$ cat src/rtl/bitmap_read_arbiter.sv
// Bitmap row read arbiter: shares one fixed-latency bitmap-store read port
// between the real-time HDMI renderer (port 0) and the best-effort UART dump
// (port 1). Port 0 has priority; a starvation counter forces a port 1 grant
// after STARVE_LIMIT consecutive port 0 grants taken while port 1 waited.
// Only one read is ever in flight.
module bitmap_read_arbiter #(
  parameter int ROW_ADDR_W   = 5,
  parameter int DATA_W       = 32,
  parameter int READ_LAT     = 1,   // 1..7
  parameter int STARVE_LIMIT = 4    // 1..15
) (
  input  logic                  clk,
  input  logic                  rst,
  input  logic                  r0_req,
  input  logic [ROW_ADDR_W-1:0] r0_row,
  output logic                  r0_valid,
  output logic [DATA_W-1:0]     r0_data,
  input  logic                  r1_req,
  input  logic [ROW_ADDR_W-1:0] r1_row,
  output logic                  r1_valid,
  output logic [DATA_W-1:0]     r1_data,
  output logic                  mem_rd_en,
  output logic [ROW_ADDR_W-1:0] mem_row,
  input  logic [DATA_W-1:0]     mem_data,
  output logic                  busy
);

  typedef enum logic {
    IDLE = 1'b0,
    WAIT = 1'b1
  } state_t;

  localparam logic [2:0] LAT_LOAD   = 3'(READ_LAT - 1);
  localparam logic [3:0] STARVE_MAX = 4'(STARVE_LIMIT);
  localparam logic [3:0] STARVE_SAT = 4'd15;

  state_t          state_q, state_d;
  logic            issue;       // start a read this edge
  logic            grant;       // winner of the arbitration: 0 or 1
  logic            capture;     // read data is valid at this edge
  logic            owner;       // port that owns the in-flight read
  logic [2:0]      lat_cnt;     // edges left until mem_data is valid
  logic [3:0]      starve_cnt;  // port 0 grants taken while port 1 waited

  // State register.
  always_ff @(posedge clk) begin
    // NOTE: every clocked block uses non-blocking assignments so all registers
    // update together from the values seen before the edge.
    if (rst) state_q <= IDLE;
    else     state_q <= state_d;
  end

  // Next state, arbitration and issue/capture decisions.
  always_comb begin
    // NOTE: every signal gets a default first so no path leaves it unassigned
    // and no latch is inferred.
    state_d = state_q;
    issue   = 1'b0;
    grant   = 1'b0;
    capture = 1'b0;
    case (state_q)
      IDLE: begin
        if (r0_req || r1_req) begin
          issue   = 1'b1;
          grant   = r1_req && (!r0_req || (starve_cnt >= STARVE_MAX));
          state_d = WAIT;
        end
      end
      WAIT: begin
        if (lat_cnt == 3'd0) begin
          capture = 1'b1;
          state_d = IDLE;
        end
      end
      default: state_d = IDLE;
    endcase
  end

  // Read issue, latency countdown and per-port response registers.
  always_ff @(posedge clk) begin
    if (rst) begin
      // NOTE: the data registers are reset too, so every output reads 0 after
      // reset and an abandoned read leaves nothing behind.
      mem_rd_en <= 1'b0;
      mem_row   <= '0;
      owner     <= 1'b0;
      lat_cnt   <= 3'd0;
      r0_valid  <= 1'b0;
      r1_valid  <= 1'b0;
      r0_data   <= '0;
      r1_data   <= '0;
    end else begin
      mem_rd_en <= issue;
      r0_valid  <= capture && !owner;
      r1_valid  <= capture &&  owner;
      if (issue) begin
        owner   <= grant;
        mem_row <= grant ? r1_row : r0_row;
        lat_cnt <= LAT_LOAD;
      end else if (state_q == WAIT && lat_cnt != 3'd0) begin
        lat_cnt <= lat_cnt - 3'd1;
      end
      if (capture && !owner) r0_data <= mem_data;
      if (capture &&  owner) r1_data <= mem_data;
    end
  end

  // Starvation guard: counts port 0 wins over a waiting port 1.
  always_ff @(posedge clk) begin
    if (rst) begin
      starve_cnt <= 4'd0;
    end else if (state_q == IDLE) begin
      if (issue && grant)
        starve_cnt <= 4'd0;
      else if (issue && r1_req)
        starve_cnt <= (starve_cnt == STARVE_SAT) ? STARVE_SAT : starve_cnt + 4'd1;
      else if (!r1_req)
        starve_cnt <= 4'd0;
    end
  end

  assign busy = (state_q == WAIT);

endmodule
$ cat config.mk
export PLATFORM = sky130hd
export DESIGN_NAME = bitmap_read_arbiter
export DESIGN_NICKNAME = d
export VERILOG_FILES = /design/src/rtl/bitmap_read_arbiter.sv
export SDC_FILE = /design/constraint.sdc
export NUM_CORES = 1
export LEC_CHECK = 0
export BUFFER_PORTS_ARGS = -buffer_cell sky130_fd_sc_hd__buf_2
export CAP_MARGIN = 20
export CORE_MARGIN = 2
export CORE_UTILIZATION = 45
export CTS_CLUSTER_SIZE = 40
export DETAILED_ROUTE_END_ITERATION = 10
export PLACE_DENSITY_LB_ADDON = 0.08
export SLEW_MARGIN = 10
export SYNTH_ARGS = -nofsm -noshare
export SYNTH_HDL_FRONTEND = slang
export SYNTH_SLANG_ARGS = --single-unit
$ cat constraint.sdc
create_clock -name clk -period 1.6 [get_ports clk]
set_clock_uncertainty 0.1 [all_clocks]
set_input_delay 0.32 -clock clk [delete_from_list [all_inputs] [get_ports clk]]
set_output_delay 0.32 -clock clk [all_outputs]
set_load 0.1 [all_outputs]
After elaboration in Yosys (flattened, before gate mapping)
Index checks and enable logic that the tools add are counted.
{ "classes": {"n_reduce_logical": 14, "shift": 0, "magnitude_cmp": 1, "div": 0, "multipliers": 0, "muxes": 13, "n_addsub": 2, "bitwise_logic": 1, "n_eq_ne": 2} }
{ "op_table": {"columns": ["cell", "n"], "rows": [
  ["$mux W4", 4],
  ["$mux W1", 7],
  ["$logic_and A1 B1 Y1", 6],
  ["$mux W5", 1],
  ["$add A4 B1 Y4 const B", 1],
  ["$eq A4 B4 Y1 const B", 1],
  ["$ge A4 B3 Y1 const B", 1],
  ["$logic_not A3 Y1", 1],
  ["$ne A3 B1 Y1 const B", 1],
  ["$reduce_bool A3 Y1", 1],
  ["$sub A3 B1 Y3 const B", 1],
  ["$logic_not A1 Y1", 2],
  ["$logic_or A1 B1 Y1", 2],
  ["$pmux W1 S2", 1],
  ["$reduce_and A2 Y1", 1],
  ["$reduce_or A2 Y1", 1],
  ["$not A1 Y1", 1]
]} }
{ "word_totals": {"register_bits": 81, "out_inout_bits": 73, "mem_bits_rw": 0, "memories": 0, "latchBits": 0, "romBits": 0, "wordCells": 43} }

Longest topological paths before layout
{ "depth": {"depth_word": 8, "ltp_mapped": 7, "ltp_nobuf": 5} }

Worst setup path after synthesis
No wires, ideal clock.
{ "synth_path": {"kind": "reg-to-reg", "startpoint": "register state_q, in the netlist busy", "endpoint": "register r0_data[26]", "required_time_ns": 1.430, "path_stages_with_launch": 7, "arrival_ns": 1.809, "synth_period_minus_slack_ns": 1.980, "setup_slack_ns": -0.380, "setup_time_ns": 0.070, "path_cell_list": "dfxtp_1 -> buf_6 -> and4bb_2 -> buf_2 -> buf_2 -> nand2_1 -> a21oi_1"} }
{ "synth_between": {"elab_chain_len": 2} }
{ "synth_lines": {"columns": ["item", "line", "source"], "rows": [
  ["start, declared", "37", "state_t state_q, state_d;"],
  ["start signal, assigned", "50", "else state_q <= state_d;"],
  ["$mux W1", "61", "case (state_q)"],
  ["$logic_and A1 B1 Y1", "103", "if (capture && !owner) r0_data <= mem_data;"],
  ["end signal, assigned", "103", null],
  ["end, declared", "17", "output logic [DATA_W-1:0] r0_data,"]
]} }
Every way passes these cells.
A chain may end at the register's enable or synchronous reset.

Final worst setup path
{ "layout_path": {"startpoint": "register r0_data[31]", "endpoint": "output port r0_data[31]"} }
No word-level cell between the ends.

==> metrics.txt <==
max capacitance violation total 0; grt ovf 0; Post-synth EDFFs 0; Worst-Skew Late Latency 0.33 ns; Lkg Pwr 1.74 nW; Worst Hold End r1_data[11]; Root Buffer clkbuf_8; CTS Hold Bufs 0; Placer Congestion 0.756; Die Y-Extent 85.7 um; WL final 7020 um; Setup Fix Bufs, Post-CTS 0; failing checks design-rule violations; fin crit period 1.56 ns; peak supply drop 0.723 mV; critical path class reg2out; Worst Hold Depth 3; Die Area 7350 sq um; largest net degree at the start of global routing 71; Final setup viols 0; Slew @ Worst Pin 0.508 ns; core area 6420 sq um; Distinct cells, synth 31; Worst Path Required 1.18 ns; Critical Path End Type output pin; Synth area leaders dfxtp_1 54%, nand2_1 17%, a21oi_1 11%, buf_2 2.3%, nand3_1 2.0%; CTS H-tree lvls 3; hold crit path type in2reg; Total Routing Usage GR 19.9%; Final Hold Fails 0; Seq cells post-synth 81; CTS tree done; top cells by count, synth 133 x nand2_1, 81 x dfxtp_1, 68 x a21oi_1; leading area contributor after synthesis dfxtp_1; outcome finished with violations; hold_sp mem_data[11]; crit-path leading delay family buffers and inverters; I/O Buffers 118; Layout area overhead 30.7%; CTS sink count 81; wire per inst 12.6 um; Cell Pwr Density 1190 nW/um^2; count leader, synth nand2_1; worst path cell trace buf_2; initial antenna violation count 0; Starting Density 46.8%; Inserted Clock Buffers 9; number of remaining DRC errors 11; final setup margin 0.0436 ns; ys flop type dfxtp_1; Slew HR 66.4%; final max-slew violation count 0; Vias/cell 4.96; unrepaired setup endpoints after global routing no; Initial DRC Count 125; syn_area_per_cell 8.19 sq um; clk slew on worst S/H paths 0.08 ns; Post-synth ARST share 0%; Final ANT Viol Nets 0; worst r2r src lat_cnt[0]; fill count 609; synthesized instance count 367; via count of the first global-routing pass 2552; worst-case reg-to-reg path depth 6; # rows 29; Critical R2R Capture r0_data[3]; Post-Syn Nets 416; setup TNS 0 ns; Max FO, Critical Path 2; Crit-path slowest cell buf_2; CP arrival 1.14 ns; Peak Freq 0.643 GHz; pre-CTS setup slack 0.0623 ns; Synth top area share 54.0%; Die Wd 85.7 um; crit-path max cell delay 0.44 ns; R2R setup slack 0.14 ns; yosys warns 0; Post-Syn Area 3010 sq um; Final Net Count 526; fraction of layout cells with a size suffix above 1 31.3%; Final HPWL DP 4720 um; Clock Tree Buf Depth 2; first-pass GRT wire length 11700 um; # diodes 0; critical path launch point type flip-flop; total number of vias 2770; final worst path period share 97.3%; WP buf/inv 1; post-synthesis sequential area ratio 54.0%; # resized after CTS 0; Pre-Repair DR Iteration Count 7; Ports 119
==> logic make-up (layout without fill, tap and decap cells) <==
| kind of cell | count (synthesis) | count (layout) | synth area share, % |
|---|---|---|---|
| simple gates | 163 | 163 | 23.1 |
| compound gates | 85 | 85 | 16.0 |
| flops | 81 | 81 | 54.0 |
| buf+inv | 34 | 149 | 5.33 |
| fa+ha+maj | 3 | 3 | 1.25 |
| mux | 1 | 1 | 0.333 |
==> per-layer routing <==
layer  global-route usage [%]  wire [um]  part of all wire [%]  up-vias
met3                     5.20        500                   7.1        6
met2                     32.0       3150                    45       92
met5                        0          0                     0        -
met1                     25.9       3290                    47     1240
met4                     6.93         70                   1.0        0
li1                         -          -                     -     1432
==> metrics by stage <==
stage	util (%)	total power [W]	area [sq um]	cells	hold WS (ns)
2_1_floorplan	-	0.00298	3010	367	0.350
3_3_place_gp	57.6	0.00319	3700	543	0.338
3_5_place_dp	57.6	0.00320	3700	543	0.343
4_1_cts	60.8	0.00473	3900	559	0.102
5_1_grt	61.2	0.00486	3930	559	0.111
6_report	61.2	0.00467	3930	559	0.119
==> worst max-delay path by stage <==
stage | startpoint | end | slack [ns] | cells after the start
finish | r0_data[31] | r0_data[31] | 0.04 | 1
global route | r0_data[22] | r0_data[22] | 0.008 | 1
CTS | r0_data[22] | r0_data[22] | 0.04 | 1
detailed placement | lat_cnt[0] | r0_data[3] | 0.06 | 6
global placement | lat_cnt[0] | r1_data[17] | 0.16 | 6
floorplan | busy | starve_cnt[0] | 0.09 | 5
==> placed cells by master (no fill, tap or decap), types with 2 or more instances in the layout <==
master / instances
a21oi_1: 68
inv_1: 4
o211ai_1: 5
nand3_1: 12
buf_2: 117
nor2_1: 5
clkbuf_1: 2
nand4b_1: 2
clkbuf_8: 9
clkinv_2: 2
o2111ai_1: 5
nand2_1: 133
dfxtp_1: 80
nand2b_1: 2
buf_4: 5
ha_1: 2
buf_12: 5
==> area by class of cell <==
type / instances / area (sq um) / share of cell area, %
inverters: 4 / 15.0 / 0.382
flip-flops and latches: 81 / 1630 / 41.4
clock buffers: 12 / 156 / 3.98
repair buffers: 129 / 749 / 19.1
well taps: 77 / 96.3 / 2.45
multi-input cells: 252 / 1240 / 31.5
clock inverters: 4 / 48.8 / 1.24
==> power by group <==
| part | internal [W] | switching, W |
|---|---|---|
| Combinational | 0.000205 | 0.000799 |
| Sequential | 0.00210 | 0.0000471 |
| Clock | 0.000818 | 0.000702 |
| Total | 0.00312 | 0.00155 |
==> flip-flops by register name (all words and copies together), names as in the netlist <==
name        flops
mem_rd_en       1
owner           1
r1_data        32
lat_cnt         3
r0_data        32
mem_row         5
r0_valid        1
r1_valid        1
busy            1
starve_cnt      4
Note: power is estimated with default switching activity, not from simulation.
